<file path="config.mk">
export PLATFORM = sky130hd
export DESIGN_NAME = uart_rx_flat
export DESIGN_NICKNAME = d
export VERILOG_FILES = /design/src/rtl/uart_rx_if.sv /design/src/rtl/uart_rx.sv /design/src/flat_wrapper.sv
export SDC_FILE = /design/constraint.sdc
export NUM_CORES = 1
export LEC_CHECK = 0
export BUFFER_PORTS_ARGS = -buffer_cell sky130_fd_sc_hd__buf_2
export CORE_ASPECT_RATIO = 0.7
export CORE_MARGIN = 4
export CORE_UTILIZATION = 35
export DETAILED_ROUTE_END_ITERATION = 10
export SLEW_MARGIN = 20
export SYNTH_ARGS = -nofsm -noshare
export SYNTH_HDL_FRONTEND = slang
export SYNTH_SLANG_ARGS = --single-unit
</file>
<file path="constraint.sdc">
create_clock -name i_clk -period 2.4 [get_ports i_clk]
set_input_delay 0.48 -clock i_clk [delete_from_list [all_inputs] [get_ports i_clk]]
set_output_delay 0.48 -clock i_clk [all_outputs]
set_load 0.01 [all_outputs]
</file>
<file path="src/rtl/uart_rx_if.sv">
// Output bundle of the UART receiver: recovered word plus per-frame status.
// Latency: none, this is a plain signal bundle.
// Backpressure: none; the consumer must take the word on the o_valid pulse.
interface uart_rx_if #(
  parameter int DATA_BIT = 8
);
  logic [DATA_BIT-1:0] o_data;
  logic                o_valid;
  logic                o_check_err;
  logic                o_frame_err;

  // Receiver side drives the bundle.
  modport master (output o_data, output o_valid, output o_check_err, output o_frame_err);
  // Consumer side observes it.
  modport slave  (input  o_data, input  o_valid, input  o_check_err, input  o_frame_err);
endinterface

</file>
<file path="src/rtl/uart_rx.sv">
// UART receiver: 2-FF synchroniser, start detect, mid-bit sampling, parity/stop check.
// Latency: o_valid rises 1 cycle after the mid-point sample of the last stop bit.
// Backpressure: none; each word is presented for exactly one cycle.
module uart_rx #(
  parameter string CHECK_BIT = "None",
  parameter int    BPS       = 115200,
  parameter int    CLK       = 25_000_000,
  parameter int    DATA_BIT  = 8,
  parameter int    STOP_BIT  = 1
) (
  input  logic      i_clk,
  input  logic      i_reset_n,
  input  logic      i_rxd,
  uart_rx_if.master rx_if
);

  function automatic int clog2(input int v);
    int r;
    int x;
    r = 0;
    x = v - 1;
    while (x > 0) begin
      r++;
      x = x >> 1;
    end
    return (r == 0) ? 1 : r;
  endfunction

  localparam int P    = CLK / BPS;
  localparam int HALF = P / 2;
  localparam int CW   = clog2(P);
  localparam int BMAX = (DATA_BIT > STOP_BIT) ? DATA_BIT : STOP_BIT;
  localparam int BW   = clog2(BMAX + 1);

  // Any string other than "Odd"/"Even" disables parity.
  localparam bit PAR_ODD  = (CHECK_BIT == "Odd");
  localparam bit PAR_EVEN = (CHECK_BIT == "Even");
  localparam bit PAR_EN   = PAR_ODD | PAR_EVEN;

  typedef enum logic [2:0] {S_IDLE, S_START, S_DATA, S_CHECK, S_STOP, S_BREAK} state_t;

  state_t              state_q, state_d;
  logic                rxd_meta_q, rxd_meta_d;
  logic                rxd_s_q, rxd_s_d;
  logic                rxd_p_q, rxd_p_d;
  logic [CW-1:0]       cnt_q, cnt_d;
  logic [BW-1:0]       bit_cnt_q, bit_cnt_d;
  logic [DATA_BIT-1:0] shift_q, shift_d;
  logic                par_q, par_d;
  logic                ferr_acc_q, ferr_acc_d;
  logic [DATA_BIT-1:0] data_q, data_d;
  logic                valid_q, valid_d;
  logic                cerr_q, cerr_d;
  logic                ferr_q, ferr_d;

  logic fall;
  logic cnt_last;
  logic par_bad;

  // Next-state logic for the synchroniser, bit timing and frame FSM.
  always_comb begin
    rxd_meta_d = i_rxd;
    rxd_s_d    = rxd_meta_q;
    rxd_p_d    = rxd_s_q;
    state_d    = state_q;
    cnt_d      = cnt_q;
    bit_cnt_d  = bit_cnt_q;
    shift_d    = shift_q;
    par_d      = par_q;
    ferr_acc_d = ferr_acc_q;
    data_d     = data_q;
    valid_d    = 1'b0;
    cerr_d     = cerr_q;
    ferr_d     = ferr_q;

    fall     = rxd_p_q & ~rxd_s_q;
    cnt_last = (cnt_q == CW'(P - 1));
    if (PAR_ODD)       par_bad = ~(^{shift_q, par_q});
    else if (PAR_EVEN) par_bad = ^{shift_q, par_q};
    else               par_bad = 1'b0;

    case (state_q)
      S_IDLE: begin
        if (fall) begin
          cnt_d   = '0;
          state_d = S_START;
        end
      end
      S_START: begin
        if (cnt_q == CW'(HALF)) begin
          if (!rxd_s_q) begin
            cnt_d      = '0;
            bit_cnt_d  = '0;
            ferr_acc_d = 1'b0;
            state_d    = S_DATA;
          end else begin
            state_d = S_IDLE;   // start bit did not survive to mid-bit: glitch
          end
        end else begin
          cnt_d = cnt_q + CW'(1);
        end
      end
      S_DATA: begin
        if (cnt_last) begin
          cnt_d   = '0;
          shift_d = {rxd_s_q, shift_q[DATA_BIT-1:1]};
          if (bit_cnt_q == BW'(DATA_BIT - 1)) begin
            bit_cnt_d = '0;
            state_d   = PAR_EN ? S_CHECK : S_STOP;
          end else begin
            bit_cnt_d = bit_cnt_q + BW'(1);
          end
        end else begin
          cnt_d = cnt_q + CW'(1);
        end
      end
      S_CHECK: begin
        if (cnt_last) begin
          cnt_d   = '0;
          par_d   = rxd_s_q;
          state_d = S_STOP;
        end else begin
          cnt_d = cnt_q + CW'(1);
        end
      end
      S_STOP: begin
        if (cnt_last) begin
          cnt_d = '0;
          if (!rxd_s_q) ferr_acc_d = 1'b1;
          if (bit_cnt_q == BW'(STOP_BIT - 1)) begin
            bit_cnt_d = '0;
            data_d    = shift_q;
            cerr_d    = par_bad;
            ferr_d    = ferr_acc_q | ~rxd_s_q;
            valid_d   = 1'b1;
            // A low final stop bit means the line may be in a break; wait for idle.
            state_d   = rxd_s_q ? S_IDLE : S_BREAK;
          end else begin
            bit_cnt_d = bit_cnt_q + BW'(1);
          end
        end else begin
          cnt_d = cnt_q + CW'(1);
        end
      end
      S_BREAK: begin
        if (rxd_s_q) state_d = S_IDLE;
      end
      default: state_d = S_IDLE;
    endcase
  end

  // State and registered outputs, synchronous active-low reset.
  always_ff @(posedge i_clk) begin
    if (!i_reset_n) begin
      state_q    <= S_IDLE;
      rxd_meta_q <= 1'b1;
      rxd_s_q    <= 1'b1;
      rxd_p_q    <= 1'b1;
      cnt_q      <= '0;
      bit_cnt_q  <= '0;
      shift_q    <= '0;
      par_q      <= 1'b0;
      ferr_acc_q <= 1'b0;
      data_q     <= '0;
      valid_q    <= 1'b0;
      cerr_q     <= 1'b0;
      ferr_q     <= 1'b0;
    end else begin
      state_q    <= state_d;
      rxd_meta_q <= rxd_meta_d;
      rxd_s_q    <= rxd_s_d;
      rxd_p_q    <= rxd_p_d;
      cnt_q      <= cnt_d;
      bit_cnt_q  <= bit_cnt_d;
      shift_q    <= shift_d;
      par_q      <= par_d;
      ferr_acc_q <= ferr_acc_d;
      data_q     <= data_d;
      valid_q    <= valid_d;
      cerr_q     <= cerr_d;
      ferr_q     <= ferr_d;
    end
  end

  assign rx_if.o_data      = data_q;
  assign rx_if.o_valid     = valid_q;
  assign rx_if.o_check_err = cerr_q;
  assign rx_if.o_frame_err = ferr_q;

endmodule

</file>
<file path="src/flat_wrapper.sv">
// flat-port wrapper written by rule: the top's interface ports become plain ports
module uart_rx_flat 
#(
  parameter string CHECK_BIT = "    ",
  parameter int    BPS       = 115200,
  parameter int    CLK       = 25_000_000,
  parameter int    DATA_BIT  = 8,
  parameter int    STOP_BIT  = 1
)
  (i_clk, i_reset_n, i_rxd, rx_if_o_data, rx_if_o_valid, rx_if_o_check_err, rx_if_o_frame_err);
  uart_rx_if #(.DATA_BIT(DATA_BIT)) rx_if_i ();
  input  logic i_clk;
  input  logic i_reset_n;
  input  logic i_rxd;
  output wire logic [$bits(rx_if_i.o_data)-1:0] rx_if_o_data;
  output wire logic [$bits(rx_if_i.o_valid)-1:0] rx_if_o_valid;
  output wire logic [$bits(rx_if_i.o_check_err)-1:0] rx_if_o_check_err;
  output wire logic [$bits(rx_if_i.o_frame_err)-1:0] rx_if_o_frame_err;
  assign rx_if_o_data = rx_if_i.o_data;
  assign rx_if_o_valid = rx_if_i.o_valid;
  assign rx_if_o_check_err = rx_if_i.o_check_err;
  assign rx_if_o_frame_err = rx_if_i.o_frame_err;
  uart_rx #(.CHECK_BIT(CHECK_BIT), .BPS(BPS), .CLK(CLK), .DATA_BIT(DATA_BIT), .STOP_BIT(STOP_BIT)) u_core (.i_clk(i_clk), .i_reset_n(i_reset_n), .i_rxd(i_rxd), .rx_if(rx_if_i));
endmodule
</file>
==> qor.csv <==
stage;metric;value;unit
status;outcome;completed;
layout;FF/Latch Area;741;um^2
worst_setup_path;WP data required;2.57;ns
drt;routed len/inst;12.0;um
drt;Via Count;1394;
flow_run;max-cap viol count;0;
worst_hold_path;Hold Crit Class;input port to flip-flop;
power;Leakage;0.723;nW
clocking;TritonCTS buffer count;5;
synth;syn nets;204;
worst_setup_path;arrival time worst endpoint;2.31;ns
synth;number of flops mapped to enable cells by yosys;0;
drt;DRT Pass-1 Iters;4;
timing;Clock Skew;0.00943;ns
global_routing;largest net degree at the start of global routing;29;
worst_setup_path;Worst Setup Path Type;flip-flop to flip-flop;
floorplanning;Ports;14;
synth;cells after synthesis;197;
timing;post-layout min period;2.14;ns
global_routing;Total GRT Usage;0.111;
layout;Antenna diodes;0;
synth;fraction of synthesis flops using an asynchronous set or reset pin;0;
worst_setup_path;Crit. End Element;flip-flop;
layout;Syn-to-layout area delta;10.7;%
clocking;CTS tree;done;
floorplanning;Starting Density;0.370;
synth;proportion of synthesized chip area in sequential cells;0.409;
timing;final hold vios;0;
floorplanning;chip height;68.2;um
floorplanning;width of the die;93.9;um
floorplanning;std cell rows;21;
placed_design;GPL Wtd Cong;0.752;
synth;Seq cells post-synth;37;
layout;fill count;504;
global_routing;global-route wire length before repair;5.56;mm
synth;Synth Warn #;0;
timing;TNS Setup;0;ns
global_routing;initial antenna violation count;0;
drt;DR iter-0 viols;88;
synth;most numerous cell in the Yosys netlist;dfxtp_1;
synth;Post-synth top cells;dfxtp_1, nor2_1, mux2i_1;
clocking;root buffer cell;clkbuf_8;
clocking;Clock Pin Slew Worst Setup and Hold Paths;0.08;ns
placed_design;DP HPWL;2.39;mm
clocking;CTS resizes;0;
timing;final setup violation count;0;
floorplanning;Core Footprint;4890;um^2
power;clock power share;0.314;
synth;Synth area leaders;dfxtp_1, mux2i_1, nor2_1;
global_routing;GRT overflow;0;
global_routing;vias in the first global route;1187;
worst_setup_path;startpoint types;flip-flop;
clocking;worst skew pair latency;0.29;ns
layout;ratio of cells with drive above 1 in the final layout;0.178;
synth;post-synth top area cell;dfxtp_1;
worst_setup_path;crit path buf inv count;1;
layout;multi-input logic area;971;um^2
power;VDD IR-drop max;0.249;mV
clocking;TritonCTS Sinks;37;
synth;prevailing post-synth register cell;dfxtp_1;
layout;Final Util;0.410;
layout;Final Net Count;214;
timing;fin. max-slew vios;0;
clocking;setup bufs post-CTS;0;
synth;Synth cell types;51;
power;Switching Fraction;0.309;
drt;vias per inst;5.03;
timing;Worst Tran Pin Value;0.641;ns
power;combinational share of power;0.195;
timing;hold_ws;0.371;ns
clocking;CTS Hold Buffers Added;0;
drt;drt total wl;3.33;mm
worst_setup_path;Crit path largest cell delay;0.47;ns
power;pwr/cell area;690;nW/um^2
power;sequential share of power;0.491;
synth;top-area cell type share of the netlist area;0.409;
synth;post-synthesis area per instance;9.18;um^2
clocking;Bufs on Longest Clock Path;2;
worst_setup_path;sequence of cells on the critical path;inv_1 -> ha_1 -> or3b_2 -> a32oi_1 -> o21ai_0 -> nor4b_1 -> nor3_1;
placed_design;number of port buffers;12;
timing;final period utilization;0.893;
clocking;H-tree depth;2;
synth;cell area after synthesis;1810;um^2
power;switching power;0.426;mW
timing;Fmax achieved;467;MHz
drt;Remaining DRCs;0;
drt;number of routed nets with antenna violations;0;
worst_setup_path;slowest CP cell;or3b_2;
worst_setup_path;crit path max fanout;5;
floorplanning;die area;6400;um^2
timing;unrepaired setup endpoints after global routing;false;
power;Int Pwr;0.955;mW
worst_setup_path;crit-path leading delay family;simple AND/OR/NAND/NOR gates;
timing;max_slew headroom;0.573;
per-layer routing:
metal,track usage,wire [um],vias up,share of wire
met1,0.166,1870,654,0.56
met3,0.0341,135,4,0.041
met2,0.149,1280,21,0.39
met4,0.0342,37,0,0.011
li1,-,-,715,-
met5,0,0,-,0
layout by cell type, fill, tap and decap left out, types with 4 or more instances in the layout:
master	instances
nand2_1	8
nor2_1	29
o21ai_0	6
clkbuf_8	5
ha_1	4
inv_1	10
a32oi_1	4
nand3_1	6
mux2i_1	16
dfxtp_1	37
a21oi_1	8
buf_2	12
nand2b_1	7
registers in the layout, indices dropped and copies added (netlist names):
register                  count
u_core.cnt_q                  8
u_core.rx_if.o_data           8
u_core.shift_q                8
u_core.bit_cnt_q              4
u_core.state_q                3
u_core.ferr_acc_q             1
u_core.rx_if.o_frame_err      1
u_core.rx_if.o_valid          1
u_core.rxd_meta_q             1
u_core.rxd_p_d                1
u_core.rxd_p_q                1
cells by family after synthesis:
| logic type | Yosys count | share of synthesized area |
|---|---|---|
| AND/OR/NAND/NOR | 80 | 0.252 |
| adder cells (fa/ha/maj) | 4 | 0.0277 |
| multiplexers | 17 | 0.0947 |
| flip-flops | 37 | 0.409 |
| XOR/XNOR | 1 | 0.00484 |
| AO/OA/AOI/OAI | 36 | 0.156 |
| other | 1 | 0.00207 |
| buffers and inverters | 21 | 0.0539 |
layout make-up:
type / instances / share of cell area
Multi-Input combinational cell: 139 / 0.485
Timing Repair Buffer: 14 / 0.0375
Tap cell: 69 / 0.0431
Clock buffer: 5 / 0.0344
Clock inverter: 3 / 0.0113
Inverter: 10 / 0.0188
Sequential cell: 37 / 0.370
worst register-to-register path, cell delays in order (launching register included):
cell,delay (ns)
dfxtp_1,0.35
inv_1,0.07
ha_1,0.13
or3b_2,0.47
a32oi_1,0.36
o21ai_0,0.23
nor4b_1,0.34
nor3_1,0.08
power groups by stage:
stage	logic [mW]	clock network, mW	registers (mW)
6_report	0.270	0.433	0.678
5_1_grt	0.296	0.479	0.682
4_1_cts	0.268	0.453	0.677
3_5_place_dp	0.266	0	0.691
3_3_place_gp	0.269	0	0.693
2_1_floorplan	0.238	0	0.667
path summary, 6_finish.rpt:
path                                          start  depth (start not counted)                 to  slack (ns)
worst max-delay path            u_core.bit_cnt_q[0]                          7  u_core.state_q[2]        0.26
worst min-delay path                          i_rxd                          2  u_core.rxd_meta_q        0.37
worst max register to register  u_core.bit_cnt_q[0]                          7  u_core.state_q[2]        0.26
worst min register to register    u_core.rxd_meta_q                          1     u_core.rxd_p_d        0.41
metrics by stage:
step | worst slack (ns) | power (mW) | instances | cell area (um^2)
final | 0.257 | 1.38 | 277 | 2000
after global routing | 0.0824 | 1.46 | 277 | 2000
after CTS | 0.278 | 1.40 | 277 | 2000
after detailed placement | 0.302 | 0.957 | 269 | 1910
after global placement | 0.389 | 0.962 | 269 | 1910
after floorplan | 0.536 | 0.905 | 197 | 1810
Power figures use the tool's default switching activity.
